--- src/rtl/stage_2_pkg.sv ---
// Shared definitions for stage_2: FSM encoding, CORDIC gain constant and the
// arctangent table used by the rotation-mode CORDIC lanes.
package stage_2_pkg;

    localparam int ITER_WIDTH = 5;

    typedef enum logic [1:0] {
        ST_IDLE   = 2'b00,
        ST_ROTATE = 2'b01,
        ST_DONE   = 2'b11
    } state_e;

    // 0.607253 * 2^20; pre-scales x so the CORDIC gain cancels out.
    localparam logic [31:0] CORDIC_K = 32'd636751;

    function automatic logic [31:0] atan_q20(input logic [ITER_WIDTH-1:0] idx);
        logic [31:0] val;
        case (idx)
            5'd0:    val = 32'd823550;
            5'd1:    val = 32'd486170;
            5'd2:    val = 32'd256878;
            5'd3:    val = 32'd130395;
            5'd4:    val = 32'd65451;
            5'd5:    val = 32'd32757;
            5'd6:    val = 32'd16383;
            5'd7:    val = 32'd8192;
            5'd8:    val = 32'd4096;
            5'd9:    val = 32'd2048;
            5'd10:   val = 32'd1024;
            5'd11:   val = 32'd512;
            5'd12:   val = 32'd256;
            5'd13:   val = 32'd128;
            5'd14:   val = 32'd64;
            5'd15:   val = 32'd32;
            5'd16:   val = 32'd16;
            5'd17:   val = 32'd8;
            5'd18:   val = 32'd4;
            5'd19:   val = 32'd2;
            default: val = 32'd0;
        endcase
        return val;
    endfunction

    // atan(2^-idx) scaled by 2^(20+guard), matching the widened lane datapath.
    function automatic logic [31:0] atan_scaled(input logic [ITER_WIDTH-1:0] idx,
                                                input int guard);
        return atan_q20(idx) << guard;
    endfunction

endpackage

--- src/rtl/stage_2_cordic_lane.sv ---
// One rotation-mode CORDIC datapath (x/y/z); the shared iteration index and
// arctangent come from the controlling stage.
module cordic_lane #(
    parameter int WIDTH      = 24,
    parameter int ITER_WIDTH = 5
) (
    input  logic                    clk,
    input  logic                    rst,
    input  logic                    load,
    input  logic                    en,
    input  logic [ITER_WIDTH-1:0]   i,
    input  logic signed [WIDTH-1:0] atan_i,
    input  logic signed [WIDTH-1:0] x_init,
    input  logic signed [WIDTH-1:0] z_init,
    output logic signed [WIDTH-1:0] x_next
);

    logic signed [WIDTH-1:0] x_r;
    logic signed [WIDTH-1:0] y_r;
    logic signed [WIDTH-1:0] z_r;
    logic signed [WIDTH-1:0] y_next_s;
    logic signed [WIDTH-1:0] z_next_s;

    // One micro-rotation; direction follows the sign of the residual angle.
    always_comb begin
        x_next   = x_r;
        y_next_s = y_r;
        z_next_s = z_r;
        if (z_r[WIDTH-1] == 1'b0) begin
            x_next   = x_r - (y_r >>> i);
            y_next_s = y_r + (x_r >>> i);
            z_next_s = z_r - atan_i;
        end else begin
            x_next   = x_r + (y_r >>> i);
            y_next_s = y_r - (x_r >>> i);
            z_next_s = z_r + atan_i;
        end
    end

    // Lane state: seeded on load, advanced on each enabled rotation cycle.
    always_ff @(posedge clk or negedge rst) begin
        if (!rst) begin
            x_r <= {WIDTH{1'b0}};
            y_r <= {WIDTH{1'b0}};
            z_r <= {WIDTH{1'b0}};
        end else if (load) begin
            x_r <= x_init;
            y_r <= {WIDTH{1'b0}};
            z_r <= z_init;
        end else if (en) begin
            x_r <= x_next;
            y_r <= y_next_s;
            z_r <= z_next_s;
        end else begin
            x_r <= x_r;
            y_r <= y_r;
            z_r <= z_r;
        end
    end

endmodule

--- src/rtl/stage_2.sv ---
// Second final-adder stage: two parallel iterative CORDIC cosines, with the
// half/square float operands forwarded so all six results leave together.
module stage_2
    import stage_2_pkg::*;
#(
    parameter int FLT_DATA_WIDTH    = 32,
    parameter int CORDIC_DATA_WIDTH = 22,
    parameter int ITERATIONS        = 16,
    parameter int GUARD_BITS        = 2
) (
    input  logic                                clk,
    input  logic                                rst,
    input  logic                                clk_en,
    input  logic                                start,
    input  logic signed [CORDIC_DATA_WIDTH-1:0] x_one,
    input  logic signed [CORDIC_DATA_WIDTH-1:0] x_two,
    input  logic [FLT_DATA_WIDTH-1:0]           half_in_one,
    input  logic [FLT_DATA_WIDTH-1:0]           half_in_two,
    input  logic [FLT_DATA_WIDTH-1:0]           square_in_one,
    input  logic [FLT_DATA_WIDTH-1:0]           square_in_two,
    output logic                                busy,
    output logic                                done,
    output logic signed [CORDIC_DATA_WIDTH-1:0] cos_one,
    output logic signed [CORDIC_DATA_WIDTH-1:0] cos_two,
    output logic [FLT_DATA_WIDTH-1:0]           half_out_one,
    output logic [FLT_DATA_WIDTH-1:0]           half_out_two,
    output logic [FLT_DATA_WIDTH-1:0]           square_out_one,
    output logic [FLT_DATA_WIDTH-1:0]           square_out_two
);

    localparam int LANE_W = CORDIC_DATA_WIDTH + GUARD_BITS;
    localparam logic [ITER_WIDTH-1:0] LAST_ITER = ITER_WIDTH'(ITERATIONS - 1);

    state_e                      state_r;
    logic [ITER_WIDTH-1:0]       iter_r;
    logic [FLT_DATA_WIDTH-1:0]   half_one_r;
    logic [FLT_DATA_WIDTH-1:0]   half_two_r;
    logic [FLT_DATA_WIDTH-1:0]   square_one_r;
    logic [FLT_DATA_WIDTH-1:0]   square_two_r;

    logic                        load_s;
    logic                        en_s;
    logic                        last_s;
    logic signed [LANE_W-1:0]    atan_s;
    logic signed [LANE_W-1:0]    k_s;
    logic signed [LANE_W-1:0]    z_one_init_s;
    logic signed [LANE_W-1:0]    z_two_init_s;
    logic signed [LANE_W-1:0]    x_one_next_s;
    logic signed [LANE_W-1:0]    x_two_next_s;

    // Lane control and operand scaling into the guard-widened datapath.
    always_comb begin
        load_s       = clk_en & start & (state_r == ST_IDLE);
        en_s         = clk_en & (state_r == ST_ROTATE);
        last_s       = (iter_r == LAST_ITER);
        atan_s       = LANE_W'(atan_scaled(iter_r, GUARD_BITS));
        k_s          = LANE_W'(CORDIC_K << GUARD_BITS);
        z_one_init_s = LANE_W'(x_one) <<< GUARD_BITS;
        z_two_init_s = LANE_W'(x_two) <<< GUARD_BITS;
    end

    cordic_lane #(
        .WIDTH      (LANE_W),
        .ITER_WIDTH (ITER_WIDTH)
    ) u_lane_one (
        .clk    (clk),
        .rst    (rst),
        .load   (load_s),
        .en     (en_s),
        .i      (iter_r),
        .atan_i (atan_s),
        .x_init (k_s),
        .z_init (z_one_init_s),
        .x_next (x_one_next_s)
    );

    cordic_lane #(
        .WIDTH      (LANE_W),
        .ITER_WIDTH (ITER_WIDTH)
    ) u_lane_two (
        .clk    (clk),
        .rst    (rst),
        .load   (load_s),
        .en     (en_s),
        .i      (iter_r),
        .atan_i (atan_s),
        .x_init (k_s),
        .z_init (z_two_init_s),
        .x_next (x_two_next_s)
    );

    // Sequencer, operand capture and output registers. The last rotation
    // publishes the post-rotation x so done rises with the DONE state.
    always_ff @(posedge clk or negedge rst) begin
        if (!rst) begin
            state_r        <= ST_IDLE;
            iter_r         <= {ITER_WIDTH{1'b0}};
            busy           <= 1'b0;
            done           <= 1'b0;
            cos_one        <= {CORDIC_DATA_WIDTH{1'b0}};
            cos_two        <= {CORDIC_DATA_WIDTH{1'b0}};
            half_one_r     <= {FLT_DATA_WIDTH{1'b0}};
            half_two_r     <= {FLT_DATA_WIDTH{1'b0}};
            square_one_r   <= {FLT_DATA_WIDTH{1'b0}};
            square_two_r   <= {FLT_DATA_WIDTH{1'b0}};
            half_out_one   <= {FLT_DATA_WIDTH{1'b0}};
            half_out_two   <= {FLT_DATA_WIDTH{1'b0}};
            square_out_one <= {FLT_DATA_WIDTH{1'b0}};
            square_out_two <= {FLT_DATA_WIDTH{1'b0}};
        end else if (clk_en) begin
            done <= 1'b0;
            case (state_r)
                ST_IDLE: begin
                    if (start) begin
                        state_r      <= ST_ROTATE;
                        iter_r       <= {ITER_WIDTH{1'b0}};
                        busy         <= 1'b1;
                        half_one_r   <= half_in_one;
                        half_two_r   <= half_in_two;
                        square_one_r <= square_in_one;
                        square_two_r <= square_in_two;
                    end else begin
                        state_r <= ST_IDLE;
                    end
                end
                ST_ROTATE: begin
                    if (last_s) begin
                        state_r        <= ST_DONE;
                        iter_r         <= {ITER_WIDTH{1'b0}};
                        busy           <= 1'b0;
                        done           <= 1'b1;
                        cos_one        <= x_one_next_s[LANE_W-1:GUARD_BITS];
                        cos_two        <= x_two_next_s[LANE_W-1:GUARD_BITS];
                        half_out_one   <= half_one_r;
                        half_out_two   <= half_two_r;
                        square_out_one <= square_one_r;
                        square_out_two <= square_two_r;
                    end else begin
                        iter_r <= iter_r + {{(ITER_WIDTH-1){1'b0}}, 1'b1};
                    end
                end
                ST_DONE: begin
                    state_r <= ST_IDLE;
                end
                default: begin
                    state_r <= ST_IDLE;
                    iter_r  <= {ITER_WIDTH{1'b0}};
                    busy    <= 1'b0;
                end
            endcase
        end else begin
            state_r <= state_r;
        end
    end

endmodule
--- config.mk ---
export PLATFORM = sky130hd
export DESIGN_NAME = stage_2
export DESIGN_NICKNAME = d
export VERILOG_FILES = /design/src/rtl/stage_2_pkg.sv /design/src/rtl/stage_2_cordic_lane.sv /design/src/rtl/stage_2.sv
export SDC_FILE = /design/constraint.sdc
export NUM_CORES = 2
export LEC_CHECK = 0
export CAP_MARGIN = 15
export CORE_UTILIZATION = 45
export CTS_CLUSTER_SIZE = 10
export DETAILED_ROUTE_END_ITERATION = 8
export GPL_TIMING_DRIVEN = 1
export PLACE_DENSITY = 0.7
export SKIP_CTS_REPAIR_TIMING = 1
export SYNTH_ARGS = -nofsm -noshare
export SYNTH_HDL_FRONTEND = slang
export SYNTH_HIERARCHICAL = 1
export SYNTH_SLANG_ARGS = --single-unit
--- constraint.sdc ---
create_clock -name clk -period 5.5 [get_ports clk]
set_input_delay 1.1 -clock clk [delete_from_list [all_inputs] [get_ports clk]]
set_output_delay 1.1 -clock clk [all_outputs]
set_load 0.01 [all_outputs]
== Word-level counts from Yosys, hierarchy flattened ==
Memory sizes are Yosys's and may differ from the RTL's.
Cells that the tools add are included.

* Register bits: 453
* Bits in read-only memories: 640
* Output and inout bits: 174
* Word-level logic and storage cells: 83
* Memories: 1

* Add/subtract/negate cells: 13
* Eq/ne operators: 5
* Shift operators: 4
* Muxes and demuxes: 29
* Bitwise operators: 4
* Reduce and logical (&&, ||, !) cells: 7

{| class="wikitable"
|+ Memory list
! name !! words !! bits a word !! rd ports !! clocked after memory_dff !! write ports !! RTL line !! source
|-
| (name not given) || 32 || 20 || 1 || 0 || 0 || stage_2_pkg.sv:18 || <nowiki>case (idx)</nowiki>
|}

{| class="wikitable"
|+ Operators by type and width
! cell !! count
|-
| 24-bit 2-to-1 mux || 18
|-
| 24-bit adder || 6
|-
| 24-bit subtractor || 6
|-
| 24-bit by 5-bit >>> shifter with 24-bit output || 4
|-
| 5-bit one-hot mux with 3 select lines || 1
|-
| 5-bit 2-to-1 mux || 2
|-
| 3-bit AND reduction || 3
|-
| 5-bit by 1-bit adder with 5-bit output (second input constant) || 1
|-
| 5-bit by 4-bit == test with 1-bit output (second input constant) || 1
|-
| 1-bit 2-to-1 mux || 5
|-
| 2-bit inequality test (second input constant) || 2
|-
| 2-bit one-hot mux with 2 select lines || 1
|-
| 4-bit AND reduction || 1
|-
| 1-bit bitwise AND || 3
|-
| 1-bit one-hot mux with 3 select lines || 1
|-
| 2-bit by 1-bit == test with 1-bit output (second input constant) || 1
|-
| 2-bit == test (second input constant) || 1
|-
| 2-bit logical NOT || 1
|-
| 2-bit 2-to-1 mux || 1
|-
| 2-bit AND reduction || 1
|-
| 2-bit nonzero test || 1
|-
| 1-bit inverter || 1
|}

== Depth between registers and ports, before layout ==
* Word-level depth: 5
* Gate-level depth with buffers: 24
* Depth with buffers taken out: 21

== Modules after synthesis ==
The synthesis kept the hierarchy.

{| class="wikitable"
|+ Modules (own cells, without submodules)
! module !! times used !! cells an instance !! area each (µm²) !! seq. area each (µm²)
|-
| stage_2 || 1 || 747 || 12072.8 || 7732.4
|-
| cordic_lane (u_lane_one) || 1 || 1337 || 10925.5 || 1801.7
|-
| cordic_lane (u_lane_two) || 1 || 1290 || 10606.4 || 1801.7
|}

== Worst setup path after synthesis ==
Ideal clock, no wire load.

* Path type: reg2reg
* Start: register iter_r[2]
* End: register cos_two[21]
* Data arrival time: 5007 ps
* Data required time: 5375 ps
* Path slack: 368 ps
* Stages on the path, launching flop included: 23
* Path buffers: 5
* Cells stage by stage: dfrtp_1 > buf_2 > buf_2 > buf_4 > buf_4 > buf_2 > nor2_1 > or3_1 > o221a_2 > ha_1 > and3b_1 > a31oi_1 > xnor2_1 > ha_1 > a2111oi_0 > o21ai_0 > a31oi_1 > nor4b_1 > o31ai_1 > a21oi_1 > a211oi_1 > xnor2_1 > mux2_2

* Longest elaborated chain between the ends: 3
* Elaborated cells on any way between the ends: 6

{| class="wikitable"
|+ Ends and longest elaborated chain
! item !! RTL line !! source
|-
| from (decl) || stage_2.sv:35 || <nowiki>logic [ITER_WIDTH-1:0] iter_r;</nowiki>
|-
| from (signal assigned) || stage_2.sv:97 || <nowiki>iter_r <= {ITER_WIDTH{1'b0}};</nowiki>
|-
| from (signal assigned) || stage_2.sv:116 || <nowiki>iter_r <= {ITER_WIDTH{1'b0}};</nowiki>
|-
| from (signal assigned) || stage_2.sv:129 || <nowiki>iter_r <= {ITER_WIDTH{1'b0}};</nowiki>
|-
| 24-bit by 5-bit >>> shifter with 24-bit output (*) || stage_2_cordic_lane.sv:30, stage_2_cordic_lane.sv:34 ||
|-
| 24-bit subtractor / 24-bit adder (equally long branches) || stage_2_cordic_lane.sv:30, stage_2_cordic_lane.sv:34 ||
|-
| 24-bit 2-to-1 mux (*) || stage_2_cordic_lane.sv:29 || <nowiki>if (z_r[WIDTH-1] == 1'b0) begin</nowiki>
|-
| via x_two_next_s[23] || stage_2.sv:49 || <nowiki>logic signed [LANE_W-1:0] x_two_next_s;</nowiki>
|-
| to (signal assigned) || stage_2.sv:101 || <nowiki>cos_two <= {CORDIC_DATA_WIDTH{1'b0}};</nowiki>
|-
| to (signal assigned) || stage_2.sv:133 || <nowiki>cos_two <= x_two_next_s[LANE_W-1:GUARD_BITS];</nowiki>
|-
| to (decl) || stage_2.sv:24 || <nowiki>output logic signed [CORDIC_DATA_WIDTH-1:0] cos_two,</nowiki>
|}

The timed path passes the listed nets; every way through them passes the cells marked *.
A chain may end at the register's enable or synchronous reset.

== Worst setup path after layout ==
* Start: register iter_r[1]
* End: register cos_two[20]

The elaborated chain is that of the path after synthesis.

==> summary.txt <==
Final layout
  • Most common cell after layout, fill and taps aside: dfrtp_1
  • Layout cells sized above 1: 19.0%
  • Final net count: ~4300
  • Most frequent cells in the layout: dfrtp_1 (446), clkdlybuf4s50_1 (348), mux2_2 (276)
  • Fin util: ~57%
  • Area growth, synth to finish: 23.7%

Setup path
  • CP endpoint kind: register
  • WS Path Type: reg2reg
  • Worst EP arrival: a little under 6 ns
  • Max FO, Critical Path: 8
  • WP data required: approximately 6 ns
  • Buf/Inv on CP: 2
  • Critical-path cell list: buf_6 > buf_4 > nor3_2 > mux2i_1 > mux4_2 > o211ai_1 > nor4b_2 > and2_1 > a21oi_1 > xor2_1 > ha_1 > a21o_1 > a21o_1 > a21oi_2 > or3b_2 > o211ai_1 > a31oi_2 > a31oi_2 > xnor2_1 > mux2_1
  • Worst R2R Setup Slack: between 0.1 and 0.15 ns
  • CP max-delay cell: dfrtp_4
  • Worst R2R Path Depth: 20
  • Largest stage delay, worst path: between 0.5 and 0.6 ns
  • Crit path launch type: register
  • Cell family with most CP delay: compound AO/OA/AOI/OAI gates
  • FF-to-FF End: cos_two[20]
  • Worst R2R Start: iter_r[1]
  • Worst setup path start: iter_r[1]

CTS
  • Clock Tree Buf Depth: 3
  • CTS buffer count: 55
  • CTS tree: yes
  • Root buf cell: clkbuf_16
  • Clock transition at the registers of the reported paths: about 0.060 ns
  • Worst-skew pair later-pin latency: about 0.65 ns
  • CTS H-tree lvls: 2
  • Clock sinks: roughly 450

Synth
  • Share of the synthesized area in the top cell type: between 30% and 40%
  • Post-synth EDFFs: 0
  • Async set-reset flop share out of synthesis: 100%
  • Count of state elements after synthesis: 453
  • Cell Area, Synth: about 34000 sq um
  • Mux contribution to synthesized area: between 20% and 30%
  • Synth Area in Adders: under 10%
  • Number of warnings issued by yosys: 6
  • Ranking of synthesized cells by area: dfrtp_1 (34%), mux2_2 (9.2%), ha_1 (6.3%), mux4_2 (5.1%), mux2i_1 (4.5%)
  • Synth Area in Simple Gates: 12.3%
  • Mean Syn Cell Area: approximately 10 sq um
  • Combinational family with the most area after synthesis: multiplexers
  • Post-synthesis cell count: 3374
  • Most used DFF post-synth: dfrtp_1
  • Sequential fraction of the synthesis area: approximately 34%
  • Yosys top cell by area: dfrtp_1
  • Yosys cell types: 100
  • Synth Area in XOR/XNOR: 6.06%
  • Post-synthesis compound-gate area fraction: 15.8%

Detailed routing
  • Drt drc: 0
  • First-pass DRT Iterations: 7
  • Final ANT Viol Nets: 0
  • Via Count: approximately 29000
  • Post-DR vias/cell: roughly 5.9
  • DRT iter0 DRCs: about 2300
  • Routed len/inst: ~21 um
  • Overall routed net length: between 100000 and 150000 um

STA
  • Tmin final: approximately 5.4 ns
  • Fmax: ~190 MHz
  • Least-Margin Pin Slew: 1.11 ns
  • Hold Fails Final Rpt: 0
  • Relative slew slack: 25.8%
  • Fin crit share: 97.5%
  • Pins over their slew limit: 0
  • Count of final setup violators: 0
  • Setup Skew: a little under 0.04 ns

Worst hold path
  • Hold Path Class: in2async

Placement
  • Hpwl dp: ~75000 um
  • RD Place Congestion: between 0.9 and 1
  • Input/output buffers: about 350

Global route
  • Pin count of the biggest net entering global routing: around 130
  • Global-route wire length before repair: roughly 160000 um
  • Total grt overflow: 0
  • Total GRT Usage: 26.0%
  • Initial antenna violation count: 9
  • Vias in the first global route: between 20000 and 30000

Floorplanning
  • Top-level I/O count: between 300 and 400
  • Placeable core area: approximately 73000 sq um
  • Die width: ~280 um
  • Die ar.: 75800 sq um
  • Die Height: 275 um
  • Initial Utilization: between 40% and 50%
  • Placement Rows: a little under 100

Status
  • Outcome: completed

Flow run
  • Max Cap Violations: 0
==> cell families after synthesis <==
kind of cell,Yosys count
multiplexers,578
flip-flops,453
adder cells (fa/ha/maj),175
AND/OR/NAND/NOR,851
buffers and inverters,263
other,2
XOR/XNOR,231
AO/OA/AOI/OAI,821
==> metrics by stage <==
stage                     setup TNS, ns  setup slack, ns  std cells  hold WS, ns  instance area [sq um]
after CTS                       -0.0714          -0.0378       4857        0.428                  41100
after global placement                0           0.0378       4781        0.466                  39400
after floorplan                       0            0.368       3446        0.460                  33900
after global routing             -0.198          -0.0545       4889        0.434                  41600
after detailed placement        -0.0315          -0.0315       4781        0.474                  39400
final                                 0            0.140       4889        0.410                  41600
==> synth_stat cells (21+ instances only) <==
library cell,number
a211oi_1,31
a21o_1,59
a21oi_1,227
a31oi_1,46
and2_1,34
and3_1,27
buf_2,28
buf_4,23
buf_6,23
clkbuf_1,93
dfrtp_1,453
ha_1,169
inv_1,75
mux2_1,69
mux2_2,276
mux2i_1,152
mux4_2,76
nand2_1,235
nand2b_1,30
nand3_1,51
nor2_1,243
nor2b_1,37
nor3_1,65
o211ai_1,22
o21a_1,23
o21ai_0,189
o22ai_1,21
o31ai_1,22
or3_1,29
xnor2_1,122
xor2_1,108
==> flip-flops by register name (all words and copies together), names as in the netlist <==
register,cells
half_two_r,32
square_two_r,32
square_one_r,32
u_lane_two/x_r,24
u_lane_one/x_r,24
iter_r,5
half_out_one,32
done,1
u_lane_one/y_r,24
cos_one,22
u_lane_two/z_r,24
u_lane_one/z_r,24
cos_two,22
busy,1
state_r,2
square_out_one,32
half_out_two,32
square_out_two,32
u_lane_two/y_r,24
half_one_r,32
==> worst reg2reg max path, cell delays in order (launching register included) <==
cell	delay, ns
dfrtp_4	0.55
buf_6	0.18
buf_4	0.14
nor3_2	0.26
mux2i_1	0.38
mux4_2	0.35
o211ai_1	0.17
nor4b_2	0.32
and2_1	0.22
a21oi_1	0.09
xor2_1	0.19
ha_1	0.29
a21o_1	0.18
a21o_1	0.18
a21oi_2	0.17
or3b_2	0.47
o211ai_1	0.29
a31oi_2	0.18
a31oi_2	0.22
xnor2_1	0.11
mux2_1	0.30
==> area by class of cell <==
type	count	area, sq um
multi-input cells	2730	21500
diodes	3	7.51
inverters	81	304
repair buffers	587	5590
flip-flops and latches	453	11400
well taps	959	1200
clock buffers	64	1410
clock inverters	12	220
fillers	6389	31900
==> per-layer routing <==
metal	up-vias	part of all wire, %	GRT usage [%]
met5	-	0.076	0
met4	12	2.8	7.82
met3	176	8.0	6.41
met2	990	47	42.3
met1	14118	42	34.1
li1	13446	-	-
==> worst max path at each step <==
| stage | cells past startpoint | end | slack (ns) |
|---|---|---|---|
| 3_3_place_gp | 20 | u_lane_one/y_r[23] | 0.04 |
| 2_1_floorplan | 22 | cos_two[21] | 0.37 |
| 3_5_place_dp | 20 | u_lane_one/y_r[23] | -0.03 |
| 6_report | 20 | cos_two[20] | 0.14 |
| 5_1_grt | 21 | cos_two[20] | -0.05 |
| 4_1_cts | 20 | u_lane_one/y_r[23] | -0.04 |
Power is not shown: default switching activity piles up to over one toggle a cycle in this logic, so the estimate is an artifact.
